**src/rtl/uart_pkg.sv**
```systemverilog
// Shared UART framing definitions: frame phase encoding, channel mode
// and the data-bit clamp used when a frame's configuration is latched.
package uart_pkg;

  typedef enum logic [1:0] {
    PH_START  = 2'd0,
    PH_DATA   = 2'd1,
    PH_PARITY = 2'd2,
    PH_STOP   = 2'd3
  } phase_t;

  typedef enum logic {
    MODE_TX = 1'b0,
    MODE_RX = 1'b1
  } chan_mode_t;

  typedef enum logic [1:0] {
    CH_IDLE   = 2'd0,
    CH_ACTIVE = 2'd1,
    CH_FINISH = 2'd2
  } chan_state_t;

  localparam logic [3:0] DATA_BITS_MIN   = 4'd5;
  localparam logic [3:0] DATA_BITS_LIMIT = 4'd9;

  // Out-of-range requests saturate rather than wrap.
  function automatic logic [3:0] clamp_data_bits(input logic [3:0] req,
                                                 input logic [3:0] max_bits);
    if (req < DATA_BITS_MIN) begin
      return DATA_BITS_MIN;
    end
    if (req > max_bits) begin
      return max_bits;
    end
    return req;
  endfunction

endpackage

```
**src/rtl/uart_frame_chan.sv**
```systemverilog
// One UART framing channel: sequences START/DATA/PARITY/STOP bit periods
// from the shared oversample strobe. MODE selects transmit or receive timing.
module uart_frame_chan
  import uart_pkg::*;
#(
  parameter chan_mode_t MODE          = MODE_TX,
  parameter int         OVERSAMPLE    = 16,
  parameter int         DATA_BITS_MAX = 9
) (
  input  logic       clock,
  input  logic       reset,
  input  logic       baud_tick,
  input  logic       start,
  input  logic [3:0] cfg_data_bits,
  input  logic       cfg_parity_en,
  input  logic       cfg_stop2,
  input  logic       line_in,
  output logic       busy,
  output logic [1:0] phase,
  output logic [3:0] bit_idx,
  output logic       strobe,
  output logic       done,
  output logic       abort
);

  localparam int              TW        = $clog2(OVERSAMPLE);
  localparam logic [TW-1:0]   TICK_LAST = TW'(OVERSAMPLE - 1);
  localparam logic [TW-1:0]   TICK_MID  = TW'(OVERSAMPLE / 2 - 1);
  localparam logic [3:0]      BITS_MAX  = 4'(DATA_BITS_MAX);

  chan_state_t   state_reg;
  phase_t        phase_reg;
  logic [TW-1:0] tick_reg;
  logic [3:0]    bit_idx_reg;
  logic [3:0]    bits_reg;
  logic          parity_reg;
  logic          stop2_reg;
  logic          second_stop_reg;
  logic          busy_reg;
  logic          strobe_reg;
  logic          done_reg;
  logic          abort_reg;

  logic bit_end;
  logic mid_tick;

  assign bit_end  = baud_tick && (tick_reg == TICK_LAST);
  assign mid_tick = baud_tick && (tick_reg == TICK_MID);

  always_ff @(posedge clock) begin
    if (reset) begin
      state_reg       <= CH_IDLE;
      phase_reg       <= PH_START;
      tick_reg        <= '0;
      bit_idx_reg     <= '0;
      bits_reg        <= '0;
      parity_reg      <= 1'b0;
      stop2_reg       <= 1'b0;
      second_stop_reg <= 1'b0;
      busy_reg        <= 1'b0;
      strobe_reg      <= 1'b0;
      done_reg        <= 1'b0;
      abort_reg       <= 1'b0;
    end else begin
      strobe_reg <= 1'b0;
      done_reg   <= 1'b0;
      abort_reg  <= 1'b0;
      case (state_reg)
        CH_IDLE: begin
          if (start) begin
            state_reg       <= CH_ACTIVE;
            busy_reg        <= 1'b1;
            phase_reg       <= PH_START;
            tick_reg        <= '0;
            bit_idx_reg     <= '0;
            bits_reg        <= clamp_data_bits(cfg_data_bits, BITS_MAX);
            parity_reg      <= cfg_parity_en;
            stop2_reg       <= cfg_stop2;
            second_stop_reg <= 1'b0;
          end
        end

        CH_ACTIVE: begin
          if (baud_tick) begin
            tick_reg <= bit_end ? '0 : tick_reg + TW'(1);
          end

          // Receive decisions are taken at mid-bit; the stop bit is not waited out.
          if (MODE == MODE_RX && mid_tick) begin
            strobe_reg <= 1'b1;
            if (phase_reg == PH_START && line_in) begin
              abort_reg <= 1'b1;
              state_reg <= CH_FINISH;
            end else if (phase_reg == PH_STOP) begin
              done_reg  <= 1'b1;
              state_reg <= CH_FINISH;
            end
          end

          if (MODE == MODE_TX && bit_end) begin
            strobe_reg <= 1'b1;
          end

          if (bit_end) begin
            case (phase_reg)
              PH_START: phase_reg <= PH_DATA;
              PH_DATA: begin
                if (bit_idx_reg == bits_reg - 4'd1) begin
                  bit_idx_reg <= '0;
                  phase_reg   <= parity_reg ? PH_PARITY : PH_STOP;
                end else begin
                  bit_idx_reg <= bit_idx_reg + 4'd1;
                end
              end
              PH_PARITY: phase_reg <= PH_STOP;
              PH_STOP: begin
                if (MODE == MODE_TX) begin
                  if (stop2_reg && !second_stop_reg) begin
                    second_stop_reg <= 1'b1;
                  end else begin
                    done_reg  <= 1'b1;
                    state_reg <= CH_FINISH;
                  end
                end
              end
              default: phase_reg <= PH_START;
            endcase
          end
        end

        // Completion cycle: still busy so a start coincident with done is dropped.
        CH_FINISH: begin
          state_reg   <= CH_IDLE;
          busy_reg    <= 1'b0;
          phase_reg   <= PH_START;
          tick_reg    <= '0;
          bit_idx_reg <= '0;
        end

        default: begin
          state_reg <= CH_IDLE;
          busy_reg  <= 1'b0;
          phase_reg <= PH_START;
        end
      endcase
    end
  end

  assign busy    = busy_reg;
  assign phase   = phase_reg;
  assign bit_idx = bit_idx_reg;
  assign strobe  = strobe_reg;
  assign done    = done_reg;
  assign abort   = abort_reg;

endmodule

```
**src/rtl/uart_frame_counter.sv**
```systemverilog
// UART frame sequencer: independent, concurrent transmit and receive
// framing channels sharing one oversample strobe and one frame configuration.
module uart_frame_counter
  import uart_pkg::*;
#(
  parameter int OVERSAMPLE    = 16,
  parameter int DATA_BITS_MAX = 9
) (
  input  logic       clock,
  input  logic       reset,
  input  logic       baud_tick,
  input  logic [3:0] cfg_data_bits,
  input  logic       cfg_parity_en,
  input  logic       cfg_stop2,
  input  logic       tx_start,
  output logic       tx_busy,
  output logic [1:0] tx_phase,
  output logic [3:0] tx_bit_idx,
  output logic       tx_shift,
  output logic       tx_done,
  input  logic       rx_start,
  input  logic       rx_in,
  output logic       rx_busy,
  output logic [1:0] rx_phase,
  output logic [3:0] rx_bit_idx,
  output logic       rx_sample,
  output logic       rx_done,
  output logic       rx_false_start
);

  logic tx_abort_unused;

  uart_frame_chan #(
    .MODE          (MODE_TX),
    .OVERSAMPLE    (OVERSAMPLE),
    .DATA_BITS_MAX (DATA_BITS_MAX)
  ) u_tx (
    .clock         (clock),
    .reset         (reset),
    .baud_tick     (baud_tick),
    .start         (tx_start),
    .cfg_data_bits (cfg_data_bits),
    .cfg_parity_en (cfg_parity_en),
    .cfg_stop2     (cfg_stop2),
    .line_in       (1'b1),
    .busy          (tx_busy),
    .phase         (tx_phase),
    .bit_idx       (tx_bit_idx),
    .strobe        (tx_shift),
    .done          (tx_done),
    .abort         (tx_abort_unused)
  );

  uart_frame_chan #(
    .MODE          (MODE_RX),
    .OVERSAMPLE    (OVERSAMPLE),
    .DATA_BITS_MAX (DATA_BITS_MAX)
  ) u_rx (
    .clock         (clock),
    .reset         (reset),
    .baud_tick     (baud_tick),
    .start         (rx_start),
    .cfg_data_bits (cfg_data_bits),
    .cfg_parity_en (cfg_parity_en),
    .cfg_stop2     (cfg_stop2),
    .line_in       (rx_in),
    .busy          (rx_busy),
    .phase         (rx_phase),
    .bit_idx       (rx_bit_idx),
    .strobe        (rx_sample),
    .done          (rx_done),
    .abort         (rx_false_start)
  );

endmodule

```
**config.mk**
```make
export PLATFORM = sky130hd
export DESIGN_NAME = uart_frame_counter
export DESIGN_NICKNAME = d
export VERILOG_FILES = /design/src/rtl/uart_pkg.sv /design/src/rtl/uart_frame_chan.sv /design/src/rtl/uart_frame_counter.sv
export SDC_FILE = /design/constraint.sdc
export NUM_CORES = 1
export LEC_CHECK = 0
export CAP_MARGIN = 20
export CORE_MARGIN = 1.5
export CORE_UTILIZATION = 25
export CTS_BUF_LIST = sky130_fd_sc_hd__clkbuf_16
export CTS_CLUSTER_SIZE = 12
export DETAILED_ROUTE_END_ITERATION = 6
export PLACE_DENSITY = 0.54
export SETUP_SLACK_MARGIN = 0.3
export SLEW_MARGIN = 20
export SYNTH_ARGS = -nofsm -noshare
export SYNTH_HDL_FRONTEND = slang
export SYNTH_HIERARCHICAL = 1
export SYNTH_SLANG_ARGS = --single-unit
```
**constraint.sdc**
```tcl
create_clock -name clock -period 2 [get_ports clock]
set_input_delay 0.4 -clock clock [delete_from_list [all_inputs] [get_ports clock]]
set_output_delay 0.4 -clock clock [all_outputs]
set_load 0.03 [all_outputs]
```
Yosys cells after proc, flatten, opt, wreduce, memory -nomap -nowiden
Cells that the tools add are included.
W data, S select, Z words.
- bits in registers: 43
- input port bits: 12
- output and inout bits: 19
- word-level logic and storage cells: 171
- add/sub/neg operators: 6
- order comparisons: 2
- equality and inequality tests: 32
- muxes and demuxes: 74
- bitwise gates (word level): 5
- reductions and logical operators: 31
- operator list (kind ; number):
    $mux W4 ; 18
    $pmux W4 S3 ; 4
    $mux W1 ; 29
    $mux W2 ; 14
    $reduce_and A4 Y1 ; 5
    $add A4 B1 Y4 const B ; 4
    $pmux W2 S2 ; 4
    $eq A2 B2 Y1 const B ; 6
    $ne A2 B1 Y1 const B ; 6
    $ne A2 B2 Y1 const B ; 6
    $pmux W2 S3 ; 2
    $reduce_and A3 Y1 ; 3
    $eq A2 B1 Y1 const B ; 4
    $eq A4 B4 Y1 ; 2
    $eq A4 B4 Y1 const B ; 2
    $logic_not A2 Y1 ; 4
    $reduce_and A2 Y1 ; 4
    $reduce_or A4 Y1 ; 2
    $sub A4 B1 Y4 const B ; 2
    $ne A3 B2 Y1 const B ; 2
    $pmux W1 S2 ; 3
    $reduce_bool A3 Y1 ; 2
    $logic_and A1 B1 Y1 ; 5
    $not A1 Y1 ; 5
    other kinds (11) ; 12

Longest topological paths before layout
- depth in word-level cells: 11
- depth in mapped cells: 7
- mapped depth without buffers: 7

Modules after synthesis
Netlist, hierarchy kept.
- by module, submodules not included (module ; instances ; cells each ; area an instance (µm²) ; seq. area each (µm²)):
    uart_frame_chan at u_tx ; 1 ; 136 ; 1169.9 ; 440.4
    uart_frame_chan at u_rx ; 1 ; 134 ; 1127.3 ; 420.4
    uart_frame_counter ; 1 ; 1 ; 3.8 ; 0.0

Least setup slack after synthesis
No wires, ideal clock.
- path kind: reg-to-reg
- from: reg u_rx.bit_idx_reg[2] (netlist: u_rx/bit_idx[2])
- to: reg u_rx.phase_reg[0] (netlist: u_rx/phase[0])
- setup time: 0.070 ns
- data arrival time: 1.823 ns
- required time: 1.930 ns
- setup slack: 0.107 ns
- cell stages (with the launch flop): 6
- path buffers: 0
- clock period less this slack: 1.893 ns
- cells stage by stage: dfxtp_1 xor3_1 nor3_2 a21boi_1 or4_1 a21oi_1
- longest elaborated chain between the ends: 3
- RTL lines (item ; line ; text):
    start, declared ; uart_frame_chan.sv:34 ; logic [3:0] bit_idx_reg;
    start signal, assigned ; uart_frame_chan.sv:112 ; bit_idx_reg <= bit_idx_reg + 4'd1;
    $eq A4 B4 Y1 ; uart_frame_chan.sv:108 ; if (bit_idx_reg == bits_reg - 4'd1) begin
    $ne A3 B2 Y1 (no line) ; - ;
    $reduce_and A4 Y1 (no line) ; - ;
    end signal, assigned ; uart_frame_chan.sv:110 ; phase_reg <= parity_reg ? PH_PARITY : PH_STOP;
    end, declared ; uart_frame_chan.sv:32 ; phase_t phase_reg;
No other way between the ends.
A chain may end at the register's enable or synchronous reset.

Final worst setup path
- from: reg u_rx.bits_reg[1]
- to: reg u_rx.phase_reg[0] (netlist: u_rx/phase[0])
- longest elaborated chain between the ends: 4
- RTL lines (item ; line ; text):
    start, declared ; uart_frame_chan.sv:35 ; logic [3:0] bits_reg;
    start signal, assigned ; uart_frame_chan.sv:76 ; bits_reg <= clamp_data_bits(cfg_data_bits, BITS_MAX);
    $sub A4 B1 Y4 ; uart_frame_chan.sv:108 ;
    $eq A4 B4 Y1 ; uart_frame_chan.sv:108 ;
    $ne A3 B2 Y1 (no line) ; - ;
    $reduce_and A4 Y1 (no line) ; - ;
No other way between the ends.

==> metrics.yaml <==
setup_path:
  cpMaxStageDelayCell: "or4_1"
  critPathRequiredTime_ns: 2.20
  cp-end-kind: "flop"
  critPathKind: "flop to flop"
  arrival_ns: 1.92
  cp-startpoint: "u_rx/bits_reg[1]"
  r2r_start: "u_rx/bits_reg[1]"
  crit_path_cell_trace: "inv_2 > ha_4 > xnor2_2 > nor3_2 > a21boi_2 > or4_1 > a21oi_1"
  critPathLaunchType: "flop"
  slowest_delay_ns: 0.40
  path_max_fanout: 3
grt:
  grt_usage_pct: 11.1
  overflow: 0
  grt_max_degree: 19
  antenna_found_initial: 0
  grt_pass1_vias: 1849
  grt_pass1_wl_um: 8750
timing:
  final_hold_viol_count: 0
  setup_violations: 0
  max_freq_mhz: 582
  drv_slew: 0
  skew_ns: 0.00465
  relSlewSlack_pct: 71.3
  setup_tns_ns: 0
  tightest_slew_ns: 0.429
  grt_setup_unrepaired: "true"
  finalCriticalPeriod_ns: 1.72
  finalCritPeriodShare_pct: 85.9
cts:
  cts_tree: "yes"
  clk_pin_slew_ns: 0.06
  cts_root_buffer: "clkbuf_16"
  cts_buffers: 5
  clockBufferDepth: 2
  htreeDepth: 2
  clock_latency_ns: 0.28
  cts_sinks: 43
power_and_ir_drop:
  total_power_mw: 2.03
  power_density_mw_per_mm2: 665
  power.leakage_nw: 1.21
  ir_drop_v: 0.000380
placed_design:
  dp_hpwl_um: 3820
  port-buffer-count: 30
  dp_cells: 410
  globalplace.congestion: 0.810
logic_synthesis:
  syn_area_per_cell_um2: 8.53
  netlist_area_mm2: 0.00229
  ys_warn_count: 6
  syn_inst: 268
  synth_fp_nets: 294
drt:
  drt_pass1_iterations: 6
  postRouteAntennaNets: 0
  wl_um: 5280
  dr.first_iter.drc_count: 61
  drcViolationCount: 0
  viasPerCell: 4.72
  vias: 1995
  wl_per_cell_um: 12.5
finish:
  drive_above_1_share_pct: 19.4
  n_antenna_cell: 0
  final_common_cell: "dfxtp_1"
  nets: 340
  area_delta_synth_final_pct: 33.4
  final_cell_mix: "35 x dfxtp_1, 26 x nor2_1, 25 x a21oi_1"
  instances_no_fill: 423
floorplanning:
  core_mm2: 0.00881
  die_area_mm2: 0.00973
  fp.dieH_um: 98.6
  die_x_um: 98.6
  ios: 31
  start_util_pct: 26.0
  row_count: 34
status:
  status: "finished, final reports clean"
worst_hold_path:
  hold_class: "flop to flop"
  min-delay-start: "u_tx/second_stop_reg"
job:
  maxCapViolations: 0
[critical path: cells and delay by family, from the launching register on]
kind / cells / cell delay, ns
flip-flops: 1 / 0.35
buffers and inverters: 1 / 0.05
AO/OA/AOI/OAI: 2 / 0.24
XOR/XNOR: 1 / 0.12
AND/OR/NAND/NOR: 2 / 0.64
adder cells (fa/ha/maj): 1 / 0.23
[routing by layer]
metal / wire (um) / vias up / part of all wire, % / global-route usage, %
li1: - / 1034 / - / -
met1: 2650 / 930 / 50 / 14.9
met2: 2390 / 26 / 45 / 17.2
met3: 184 / 5 / 3.5 / 3.05
met4: 60 / 0 / 1.1 / 3.63
met5: 0 / - / 0 / 0
[area by class of cell]
class                      count  area, um2
clock buffer                   5        125
clock inverter                 3       15.0
fill                         902       5760
inverter                      16       60.1
multi-input combinational    202       1430
sequential                    43        873
tap                          108        135
timing repair buffer          46        413
[stage by stage]
stage | setup slack [ns] | utilization (%) | hold WS (ns) | cell area, um2
2_1_floorplan | 0.230 | - | 0.432 | 2290
6_report | 0.282 | 34.6 | 0.455 | 3050
3_5_place_dp | -0.00735 | 31.6 | 0.448 | 2780
4_1_cts | 0.155 | 33.1 | 0.456 | 2910
5_1_grt | 0.207 | 34.6 | 0.485 | 3050
3_3_place_gp | -0.0127 | 31.6 | 0.440 | 2780
[timing repair]
item | 4_1_cts | 5_1_grt
endpoints found under the setup margin | 18 | 14
pin swaps | 4 | 12
buffers inserted | 0 | 5
resized for setup | 16 | 26
hold buffers | 0 | 0
[power by group]
group | total (mW) | switching (mW) | internal (mW)
combinational | 0.332 | 0.178 | 0.153
clock | 0.781 | 0.325 | 0.455
sequential | 0.915 | 0.0287 | 0.886
total | 2.03 | 0.532 | 1.50
[worst paths after layout]
kind	endpoint	slack [ns]	cells after the start
worst max-delay path	u_rx/phase[0]	0.28	7
worst max register to register	u_rx/phase[0]	0.28	7
worst min register to register	u_tx/second_stop_reg	0.45	2
worst min-delay path	u_tx/second_stop_reg	0.45	2
Note: power is estimated with default switching activity, not from simulation.
